--- config.mk ---
export PLATFORM = sky130hd
export DESIGN_NAME = dma_bus_arbiter
export DESIGN_NICKNAME = d
export VERILOG_FILES = /design/src/rtl/dma_bus_arbiter_pkg.sv /design/src/rtl/dma_bus_arbiter_arb_pick.sv /design/src/rtl/dma_bus_arbiter.sv
export SDC_FILE = /design/constraint.sdc
export NUM_CORES = 1
export LEC_CHECK = 0
export CORE_MARGIN = 4
export CORE_UTILIZATION = 47
export DETAILED_ROUTE_END_ITERATION = 16
export PLACE_DENSITY = 0.87
export SYNTH_ARGS = -nofsm -noshare
export SYNTH_HDL_FRONTEND = slang
export SYNTH_HIERARCHICAL = 1
export SYNTH_SLANG_ARGS = --single-unit
--- constraint.sdc ---
create_clock -name phi2 -period 3.2 [get_ports phi2]
set_input_delay 0.32 -clock phi2 [delete_from_list [all_inputs] [get_ports phi2]]
set_output_delay 0.32 -clock phi2 [all_outputs]
set_load 0.03 [all_outputs]
--- src/rtl/dma_bus_arbiter_pkg.sv ---
// Shared types for the 6502C/DMA bus arbiter: owner states, counter and index widths.
// The optional DMA_ARB_ROUND_ROBIN_EN macro selects the arbitration policy in arb_pick.
package dma_bus_arbiter_pkg;

    typedef enum logic [1:0] {
        CPU_OWN,
        HALT_REQ,
        DMA_OWN,
        RELEASE
    } arb_state_t;

    localparam int unsigned CNT_W   = 8;
    localparam int unsigned IDX_W   = 2;
    localparam int unsigned MAX_REQ = 4;

    function automatic logic [IDX_W-1:0] onehot_to_idx(input logic [MAX_REQ-1:0] oh);
        logic [IDX_W-1:0] idx;
        idx = '0;
        for (int unsigned k = 0; k < MAX_REQ; k++) begin
            if (oh[k]) idx = IDX_W'(k);
        end
        return idx;
    endfunction

endpackage

--- src/rtl/dma_bus_arbiter_arb_pick.sv ---
// Requester selection: one-hot winner from the request vector and last-winner pointer.
// DMA_ARB_ROUND_ROBIN_EN defined: round-robin from last winner + 1; otherwise lowest index wins.
module arb_pick
    import dma_bus_arbiter_pkg::*;
#(
    parameter int unsigned NUM_REQ = 2
) (
    input  logic [NUM_REQ-1:0] req,
    input  logic [IDX_W-1:0]   last_win,
    output logic [NUM_REQ-1:0] win
);

`ifdef DMA_ARB_ROUND_ROBIN_EN
    always_comb begin
        int unsigned tgt;
        logic        found;
        win   = '0;
        found = 1'b0;
        tgt   = 0;
        for (int unsigned i = 1; i <= NUM_REQ; i++) begin
            tgt = 32'(last_win) + i;
            if (tgt >= NUM_REQ) tgt = tgt - NUM_REQ;
            for (int unsigned k = 0; k < NUM_REQ; k++) begin
                if (!found && req[k] && k == tgt) begin
                    win[k] = 1'b1;
                    found  = 1'b1;
                end
            end
        end
    end
`else
    logic unused_last;
    assign unused_last = ^last_win;

    always_comb begin
        logic found;
        win   = '0;
        found = 1'b0;
        for (int unsigned k = 0; k < NUM_REQ; k++) begin
            if (!found && req[k]) begin
                win[k] = 1'b1;
                found  = 1'b1;
            end
        end
    end
`endif

endmodule

--- src/rtl/dma_bus_arbiter.sv ---
// Shares the external memory bus between the 6502C core and NUM_REQ DMA requesters,
// halting the CPU via RDY on a read cycle. Policy macro: DMA_ARB_ROUND_ROBIN_EN.
module dma_bus_arbiter
    import dma_bus_arbiter_pkg::*;
#(
    parameter int unsigned NUM_REQ       = 2,
    parameter int unsigned MAX_BURST     = 8,
    parameter int unsigned HALT_WAIT_MAX = 3
) (
    input  logic                  phi2,
    input  logic                  RES_L,
    input  logic [15:0]           cpu_AB,
    input  logic                  cpu_RW,
    input  logic [NUM_REQ-1:0]    dma_req,
    input  logic [16*NUM_REQ-1:0] dma_AB,
    input  logic [NUM_REQ-1:0]    dma_RW,
    output logic                  RDY,
    output logic [NUM_REQ-1:0]    dma_gnt,
    output logic [15:0]           mem_AB,
    output logic                  mem_RW,
    output logic                  halt_err
);

    arb_state_t         state;
    logic [NUM_REQ-1:0] win_oh;
    logic [NUM_REQ-1:0] gnt_q;
    logic [IDX_W-1:0]   last_idx;
    logic [CNT_W-1:0]   wait_cnt;
    logic [CNT_W-1:0]   burst_cnt;
    logic [CNT_W-1:0]   wait_nxt;
    logic [CNT_W-1:0]   burst_nxt;
    logic               rdy_q;
    logic [NUM_REQ-1:0] pick_oh;
    logic [IDX_W-1:0]   pick_idx;
    logic               win_req;

    arb_pick #(.NUM_REQ(NUM_REQ)) u_pick (
        .req      (dma_req),
        .last_win (last_idx),
        .win      (pick_oh)
    );

    assign pick_idx = onehot_to_idx(MAX_REQ'(pick_oh));
    assign win_req  = |(dma_req & win_oh);
    assign wait_nxt  = (wait_cnt  == '1) ? wait_cnt  : wait_cnt  + 1'b1;
    assign burst_nxt = (burst_cnt == '1) ? burst_cnt : burst_cnt + 1'b1;

    assign RDY     = rdy_q;
    assign dma_gnt = gnt_q;

    always_comb begin
        mem_AB = cpu_AB;
        mem_RW = cpu_RW;
        for (int unsigned k = 0; k < NUM_REQ; k++) begin
            if (gnt_q[k]) begin
                mem_AB = dma_AB[16*k +: 16];
                mem_RW = dma_RW[k];
            end
        end
    end

    always_ff @(posedge phi2 or negedge RES_L) begin
        if (!RES_L) begin
            state     <= CPU_OWN;
            win_oh    <= '0;
            gnt_q     <= '0;
            last_idx  <= IDX_W'(NUM_REQ - 1);
            wait_cnt  <= '0;
            burst_cnt <= '0;
            rdy_q     <= 1'b1;
            halt_err  <= 1'b0;
        end else begin
            case (state)
                CPU_OWN: begin
                    if (|dma_req) begin
                        state    <= HALT_REQ;
                        win_oh   <= pick_oh;
                        last_idx <= pick_idx;
                        wait_cnt <= '0;
                        rdy_q    <= 1'b0;
                    end
                end
                HALT_REQ: begin
                    if (!win_req) begin
                        state <= RELEASE;
                        rdy_q <= 1'b1;
                    end else if (cpu_RW) begin
                        state     <= DMA_OWN;
                        burst_cnt <= '0;
                        gnt_q     <= win_oh;
                    end else begin
                        // Error only once HALT_WAIT_MAX write cycles have already been waited out.
                        wait_cnt <= wait_nxt;
                        if (wait_cnt >= CNT_W'(HALT_WAIT_MAX)) halt_err <= 1'b1;
                    end
                end
                DMA_OWN: begin
                    burst_cnt <= burst_nxt;
                    if (!win_req || burst_nxt >= CNT_W'(MAX_BURST)) begin
                        state <= RELEASE;
                        rdy_q <= 1'b1;
                        gnt_q <= '0;
                    end
                end
                RELEASE: state <= CPU_OWN;
                default: state <= CPU_OWN;
            endcase
        end
    end

endmodule

=== After elaboration in Yosys (flattened, before gate mapping) ===
Index checks and enable logic that the tools add are counted.

* Flip-flop bits (word level): 24
* Word-level logic and storage cells: 71

* Add/sub/neg operators: 2
* $lt $le $gt $ge: 2
* Equal/unequal tests: 13
* Multiplexer cells: 28
* Bitwise logic cells: 2
* Reductions and logical operators: 17

{| class="wikitable"
|+ Operator list
! kind !! number
|-
| $mux 8 || 7
|-
| $mux 16 || 2
|-
| $pmux 8 s2 || 2
|-
| $add 8x1->8 const B || 2
|-
| $eq 8x8->1 const B || 2
|-
| $mux 2 || 7
|-
| $ne 2x2->1 const B || 7
|-
| $reduce_and 4->1 || 3
|-
| $ge 8x2->1 const B || 1
|-
| $ge 8x4->1 const B || 1
|-
| $pmux 2 s4 || 1
|-
| $mux 1 || 7
|-
| $reduce_and 3->1 || 2
|-
| $reduce_and 5->1 || 1
|-
| $eq 2x2->1 const B || 2
|-
| $pmux 2 s2 || 1
|-
| $reduce_bool 2->1 || 2
|-
| $reduce_or 2->1 || 2
|-
| $ne 3x3->1 const B || 1
|-
| $pmux 1 s3 || 1
|-
| $reduce_bool 3->1 || 1
|-
| $and 2x2->2 || 1
|-
| $eq 2x1->1 const B || 1
|-
| $logic_not 1->1 || 2
|-
| 5 further kinds || 5
|}

=== Logic depth before layout (Yosys ltp) ===
Gate-level depths: netlist (run 1).

* Depth in word-level cells: 6
* Depth in mapped cells: 8
* Depth with buffers taken out: 7

=== Hierarchy ===
The synthesis (run 1) kept the hierarchy.

{| class="wikitable"
|+ Modules (own cells, without submodules)
! module !! instances !! cells an instance !! area each (um^2) !! seq. area each (um^2)
|-
| dma_bus_arbiter || 1 || 210 || 1,811.7 || 628.1
|-
| arb_pick || 1 || 2 || 21.3 || 0.0
|}

=== Worst setup path before layout (run 1) ===
No wires, ideal clock.

* Path type: register to output
* Start: register gnt_q[0], in the netlist dma_gnt[0]
* End: output port mem_AB[10]
* Arrival time: 1.852 ns
* Slack: 1.028 ns
* Stages on the path, launching flop included: 5
* Path buffers: 2
* Cells stage by stage: dfrtp_1 -> buf_2 -> buf_2 -> mux2i_1 -> o21ai_0

* Word-level cells in the longest chain between the ends: 2

{| class="wikitable"
|+ Ends and longest elaborated chain
! what !! RTL line !! source
|-
| start: declaration || dma_bus_arbiter.sv:26 || <nowiki>logic [NUM_REQ-1:0] gnt_q;</nowiki>
|-
| start signal: assignment || dma_bus_arbiter.sv:90 || <nowiki>gnt_q <= win_oh;</nowiki>
|-
| $mux 16 (2 in series) || dma_bus_arbiter.sv:55 || <nowiki>if (gnt_q[k]) begin</nowiki>
|-
| end: declaration || dma_bus_arbiter.sv:19 || <nowiki>output logic [15:0] mem_AB,</nowiki>
|}

No other way between the ends.

=== Final worst setup path (run 1) ===
* Start: register gnt_q[0], in the netlist dma_gnt[0]
* End: output port mem_AB[13]

The elaborated chain is that of the path after synthesis.

==> results.sh, run 1 <==
export IMPL_outcome="completed"
export IMPL_num_antenna_cells=0
export IMPL_die_area_mm2=0.00487
export IMPL_post_route_period_util_pct=72.1
export IMPL_worstSkewPairLatency_ps=270
export IMPL_wl_per_cell_um=15.4
export IMPL_drive_above_1_share_pct=6.79
export IMPL_ant_nets=0
export IMPL_final_hold_viol_count=0
export IMPL_tns_ps=0
export IMPL_drv_cap=0
export IMPL_wirelength_mm=5.05
export IMPL_syn_nets=268
export IMPL_hpwl_mm=3.97
export IMPL_rows=22
export IMPL_die_x_um=69.8
export IMPL_peakVddDrop_mv=0.637
export IMPL_numCtsBuffers=3
export IMPL_grt_pass1_wl_mm=8.25
export IMPL_switching_power_mw=0.921
export IMPL_grt_overflow=0
export IMPL_nets=341
export IMPL_cts_tree="yes"
export IMPL_tightest_slew_ps=1090
export IMPL_crit_type="flop to output port"
export IMPL_startpoint_type="flop"
export IMPL_grt_max_degree=34
export IMPL_ys_warn_count=6
export IMPL_hp_class="flop to flop"
export IMPL_cts_root_buffer="clkbuf_8"
export IMPL_swShare_pct=45.1
export IMPL_vias_per_cell=5.50
export IMPL_leakage_nw=1.08
export IMPL_grt_pass1_vias=1776
export IMPL_multi_input_area_mm2=0.00112
export IMPL_cp_slowest_stage_delay_ps=730
export IMPL_register_area_um2=602
export IMPL_max_freq_mhz=434
export IMPL_power_frac_clock_pct=12.9
export IMPL_cts_resized=0
export IMPL_routabilityCongestion=0.815
export IMPL_htreeDepth=1
export IMPL_cts_sinks=24
export IMPL_min_period_ps=2310
export IMPL_power_density_mw_per_mm2=772
export IMPL_arrival_ps=1990
export IMPL_syn_area_per_cell_um2=8.63
export IMPL_fin_skew_ps=5.65
export IMPL_utilization_pct=71.7
export IMPL_cp_end_kind="output port"
export IMPL_core_area_mm2=0.00369
export IMPL_dr_pass1_iters=4
export IMPL_pwr_share_seq_pct=23.3
export IMPL_postCtsSetupBuffers=0
export IMPL_io_pins=76
export IMPL_worstPathRequired_ps=2880
export IMPL_setup_violations_final=0
export IMPL_drt_iter0_drc=109
export IMPL_initial_utilization_pct=48.7
export IMPL_route_detailed_drc=0
export IMPL_combPwrFrac_pct=63.8
export IMPL_area_growth_synth_to_final_pct=47.3
export IMPL_worstPathCellList="buf_4, mux2i_1, o21ai_0, clkdlybuf4s50_1"
export IMPL_synthCells=208
export IMPL_timing_slew_headroom_pct=27.3
export IMPL_vias=1805
export IMPL_grtUsageTotal_pct=20.6
export IMPL_p_int_mw=1.12
export IMPL_cts_hold_buffers_added=0
export IMPL_fin_total_pwr_mw=2.04
export IMPL_path_clk_slew_ps=90
export IMPL_rsz0062_at_grt="false"
export IMPL_portBuffers=75
export IMPL_dieHeight_um=69.8
export IMPL_n_fill_cell=298
export IMPL_antenna_found_initial=0
export IMPL_slew_violations=0
export IMPL_crit_path_top_delay_cell="clkdlybuf4s50_1"
export IMPL_synth_area_mm2=0.00180
export IMPL_cp_max_fo=18
export IMPL_cts_path_max_buffers=2
==> worst max-delay path: cells and delay by family (launching register included) <==
kind,cells,cell delay [ps]
buffers and inverters,2,1040
multiplexers,1,110
flip-flops,1,370
AO/OA/AOI/OAI,1,200
==> stage by stage <==
step / area [um2] / instances / hold slack (ps) / setup WS (ps)
after global placement: 2570 / 324 / 488 / 880
after floorplan: 1800 / 208 / 24.4 / 1030
after global routing: 2650 / 328 / 519 / 788
final: 2650 / 328 / 497 / 894
after CTS: 2650 / 328 / 501 / 888
after detailed placement: 2570 / 324 / 476 / 770
==> power by group through the flow <==
| stage | clock, mW | sequential, mW | combinational (mW) |
|---|---|---|---|
| finish | 0.263 | 0.476 | 1.30 |
| global route | 0.284 | 0.488 | 1.41 |
| CTS | 0.271 | 0.474 | 1.30 |
| detailed placement | 0 | 0.479 | 1.29 |
| global placement | 0 | 0.478 | 1.26 |
| floorplan | 0 | 0.501 | 0.847 |
==> registers in the layout, summed over array words and instances, names as in the netlist <==
| register | cells |
|---|---|
| burst_cnt | 8 |
| halt_err | 1 |
| win_oh | 2 |
| state | 2 |
| dma_gnt | 2 |
| RDY | 1 |
| wait_cnt | 8 |
==> routing by layer <==
layer	track usage (%)	wire [um]	up-vias
li1	-	-	913
met1	26.9	2240	836
met2	36.3	2570	52
met3	2.61	198	4
met4	3.83	42	0
met5	0	0	-
==> area by class of cell <==
class | instances | share of cell area (%)
sequential | 24 | 22.8
timing repair buffer | 77 | 28.9
clock buffer | 3 | 1.56
tap | 48 | 2.27
inverter | 6 | 0.851
clock inverter | 1 | 1.14
multi-input combinational | 169 | 42.5
==> path summary, 6_finish.rpt <==
path                       depth (start not counted)  slack (ps)                      from                  endpoint
setup reg to reg                                   6         930  burst_cnt[0]$_DFFE_PN0P_      state[1]$_DFFE_PN0P_
setup / recovery                                   4         890    dma_gnt[0]$_DFFE_PN0P_                mem_AB[13]
min in group asynchronous                          1         640                     RES_L  burst_cnt[3]$_DFFE_PN0P_
hold / removal                                     1         500      halt_err$_DFFE_PN0P_      halt_err$_DFFE_PN0P_
hold reg to reg                                    1         500      halt_err$_DFFE_PN0P_      halt_err$_DFFE_PN0P_
max in group asynchronous                          1        1910                     RES_L    dma_gnt[0]$_DFFE_PN0P_
==> layout by cell type, fill, tap and decap left out, types with 2 or more instances in the layout <==
cell	count
a22o_1	3
mux2_2	2
o21ai_1	2
or2b_1	4
mux2_1	2
buf_4	2
and2_1	2
mux2i_1	18
dfrtp_1	23
o21ai_0	23
clkdlybuf4s50_1	75
nand2_1	27
nand3_1	4
nand2b_1	3
a22oi_1	2
a31oi_1	6
nor2b_1	2
clkbuf_8	3
nor2_1	10
and3_1	6
nor3_1	3
or4_1	2
inv_1	5
ha_1	5
a21oi_1	18
a211oi_1	2
o21ai_2	2
(Power assumes the default switching activity.)
==> run 2, diff against run 1 <==
--- a/config.mk
+++ b/config.mk
@@ -6,9 +6,9 @@
 export NUM_CORES = 1
 export LEC_CHECK = 0
 export CORE_MARGIN = 4
-export CORE_UTILIZATION = 47
+export CORE_UTILIZATION = 43
 export DETAILED_ROUTE_END_ITERATION = 16
-export PLACE_DENSITY = 0.87
+export PLACE_DENSITY = 0.8
 export SYNTH_ARGS = -nofsm -noshare
 export SYNTH_HDL_FRONTEND = slang
 export SYNTH_HIERARCHICAL = 1
==> constraint.sdc (replaced) <==
create_clock -name phi2 -period 2.3 [get_ports phi2]
set_input_delay 0.23 -clock phi2 [delete_from_list [all_inputs] [get_ports phi2]]
set_output_delay 0.23 -clock phi2 [all_outputs]
set_load 0.03 [all_outputs]
==> results.sh, run 2 (same netlist as run 1, synthesis figures left out) <==
export IMPL_outcome="completed"
export IMPL_numCtsBuffers=3
export IMPL_tns_ps=0
export IMPL_finalNonFillerCells=337
export IMPL_worstPathRequired_ps=2070
export IMPL_crit_path_top_delay_cell="clkdlybuf4s50_1"
export IMPL_worstPathCellList="buf_12, mux2i_1, o21ai_0, clkdlybuf4s50_1"
export IMPL_core_area_mm2=0.00403
export IMPL_die_x_um=72.6
export IMPL_hp_class="input port to async pin"
export IMPL_swShare_pct=44.8
export IMPL_routed_wl_met3_um=237
export IMPL_nets=348
export IMPL_placedCellCount=333
export IMPL_route_detailed_drc=0
export IMPL_final_common_cell="clkdlybuf4s50_1"
export IMPL_reg2reg_slack_ps=200
export IMPL_worstSkewPairLatency_ps=270
export IMPL_fin_skew_ps=7.25
export IMPL_num_antenna_cells=0
export IMPL_ant_nets=0
export IMPL_initial_utilization_pct=44.6
export IMPL_cts_root_buffer="clkbuf_8"
export IMPL_min_period_ps=2180
export IMPL_grtUsageTotal_pct=20.5
export IMPL_final_cell_mix="75 x clkdlybuf4s50_1, 27 x nand2_1, 23 x o21ai_0, 23 x dfrtp_1"
export IMPL_die_area_mm2=0.00527
export IMPL_cts_sinks=24
export IMPL_worstSetupPathDepth=4
export IMPL_dr_pass1_iters=4
export IMPL_pwr_share_seq_pct=22.6
export IMPL_critPathLaunch="dma_gnt[0]$_DFFE_PN0P_"
export IMPL_grt_max_degree=36
export IMPL_wl_per_cell_um=16.0
export IMPL_drive_above_1_share_pct=9.06
export IMPL_slew_violations=0
export IMPL_crit_type="flop to output port"
export IMPL_hpwl_mm=4.13
export IMPL_io_pins=76
export IMPL_htreeDepth=1
export IMPL_setup_violations_final=0
export IMPL_switching_power_mw=1.30
export IMPL_crit_end="mem_AB[6]"
export IMPL_cts_resized=0
export IMPL_routabilityCongestion=0.833
export IMPL_arrival_ps=1950
export IMPL_rows=23
export IMPL_n_fill_cell=344
export IMPL_rsz0062_at_grt="false"
export IMPL_post_route_period_util_pct=94.6
export IMPL_wirelength_mm=5.41
export IMPL_drt_iter0_drc=122
export IMPL_drv_cap=0
export IMPL_vias=1819
export IMPL_cp_top_family="buffers and inverters"
export IMPL_antenna_found_initial=0
export IMPL_area_growth_synth_to_final_pct=51.1
export IMPL_cp_end_kind="output port"
export IMPL_dieHeight_um=72.6
export IMPL_power_density_mw_per_mm2=1070
export IMPL_power_frac_clock_pct=12.9
export IMPL_final_hold_viol_count=0
export IMPL_cp_slowest_stage_delay_ps=740
export IMPL_leakage_nw=1.12
export IMPL_cts_path_max_buffers=2
export IMPL_grt_pass1_wl_mm=8.74
export IMPL_reg2regPathDepth=6
export IMPL_path_clk_slew_ps=90
export IMPL_timing_rr_start="burst_cnt[1]$_DFFE_PN0P_"
export IMPL_max_freq_mhz=460
export IMPL_routed_wl_met2_mm=2.76
export IMPL_wl_met1_mm=2.30
export IMPL_r2r_end="state[1]$_DFFE_PN0P_"
export IMPL_portBuffers=75
export IMPL_grt_pass1_vias=1790
export IMPL_peakVddDrop_mv=0.524
export IMPL_critPathBufInv=2
export IMPL_cts_hold_buffers_added=0
export IMPL_maxUsedRoutingLayer="met4"
export IMPL_reg_top3="burst_cnt: 8 flops, wait_cnt: 8 flops"
export IMPL_cp_max_fo=18
export IMPL_startpoint_type="flop"
export IMPL_grt_overflow=0
export IMPL_timing_slew_headroom_pct=65.6
export IMPL_timing_hold_ws_ps=279
export IMPL_combPwrFrac_pct=64.5
export IMPL_cts_tree="yes"
export IMPL_postCtsSetupBuffers=0
export IMPL_tightest_slew_ps=512
export IMPL_p_int_mw=1.61
export IMPL_vias_per_cell=5.40
## run 2: changes by cell type in the layout (fill, tap and decap cells not counted), sizes merged
cell / before / now
buf: 2 / 9
## run 2: area by class of cell
| class | count | area [um2] | area share (%) |
|---|---|---|---|
| clock buffer | 3 | 41.3 | 1.52 |
| clock inverter | 1 | 30.0 | 1.11 |
| inverter | 6 | 22.5 | 0.830 |
| multi-input combinational | 169 | 1120 | 41.4 |
| sequential | 24 | 602 | 22.2 |
| tap | 50 | 62.6 | 2.31 |
| timing repair buffer | 84 | 831 | 30.6 |
## run 2: per-layer routing
layer  up-vias  global-route usage [%]
li1        920                       -
met1       837                    27.5
met2        52                    35.0
met3        10                    2.34
met4         0                    5.33
met5         -                       0
## run 2: power by group through the flow
stage / Combinational, mW / Clock (mW) / Sequential (mW)
final: 1.88 / 0.376 / 0.658
after global routing: 2.04 / 0.402 / 0.677
after CTS: 1.88 / 0.385 / 0.656
after detailed placement: 1.87 / 0 / 0.662
after global placement: 1.83 / 0 / 0.659
after floorplan: 1.18 / 0 / 0.697
## run 2: how the worst min path moves through the flow
| stage | to | depth (start not counted) |
|---|---|---|
| global route | wait_cnt[4]$_DFFE_PN0P_ | 1 |
| finish | wait_cnt[4]$_DFFE_PN0P_ | 1 |
| floorplan | burst_cnt[0]$_DFFE_PN0P_ | 0 |
| CTS | wait_cnt[3]$_DFFE_PN0P_ | 1 |
| detailed placement | halt_err$_DFFE_PN0P_ | 1 |
| global placement | halt_err$_DFFE_PN0P_ | 1 |
## run 2: per-stage QoR
stage | utilization [%] | worst slack [ps] | power [mW] | cell area [um2]
after floorplan | - | 218 | 1.88 | 1800
after global placement | 65.6 | 179 | 2.49 | 2640
after detailed placement | 65.6 | 114 | 2.53 | 2640
after CTS | 67.3 | 142 | 2.92 | 2710
after global routing | 67.3 | 24.1 | 3.12 | 2710
final | 67.3 | 125 | 2.91 | 2710
## run 2: worst reg2reg max path: stages, from the launching register on
cell,delay [ps]
dfrtp_1,480
ha_1,250
nand3_1,130
nor2_1,230
mux2_2,430
o21ai_2,150
mux2_1,330
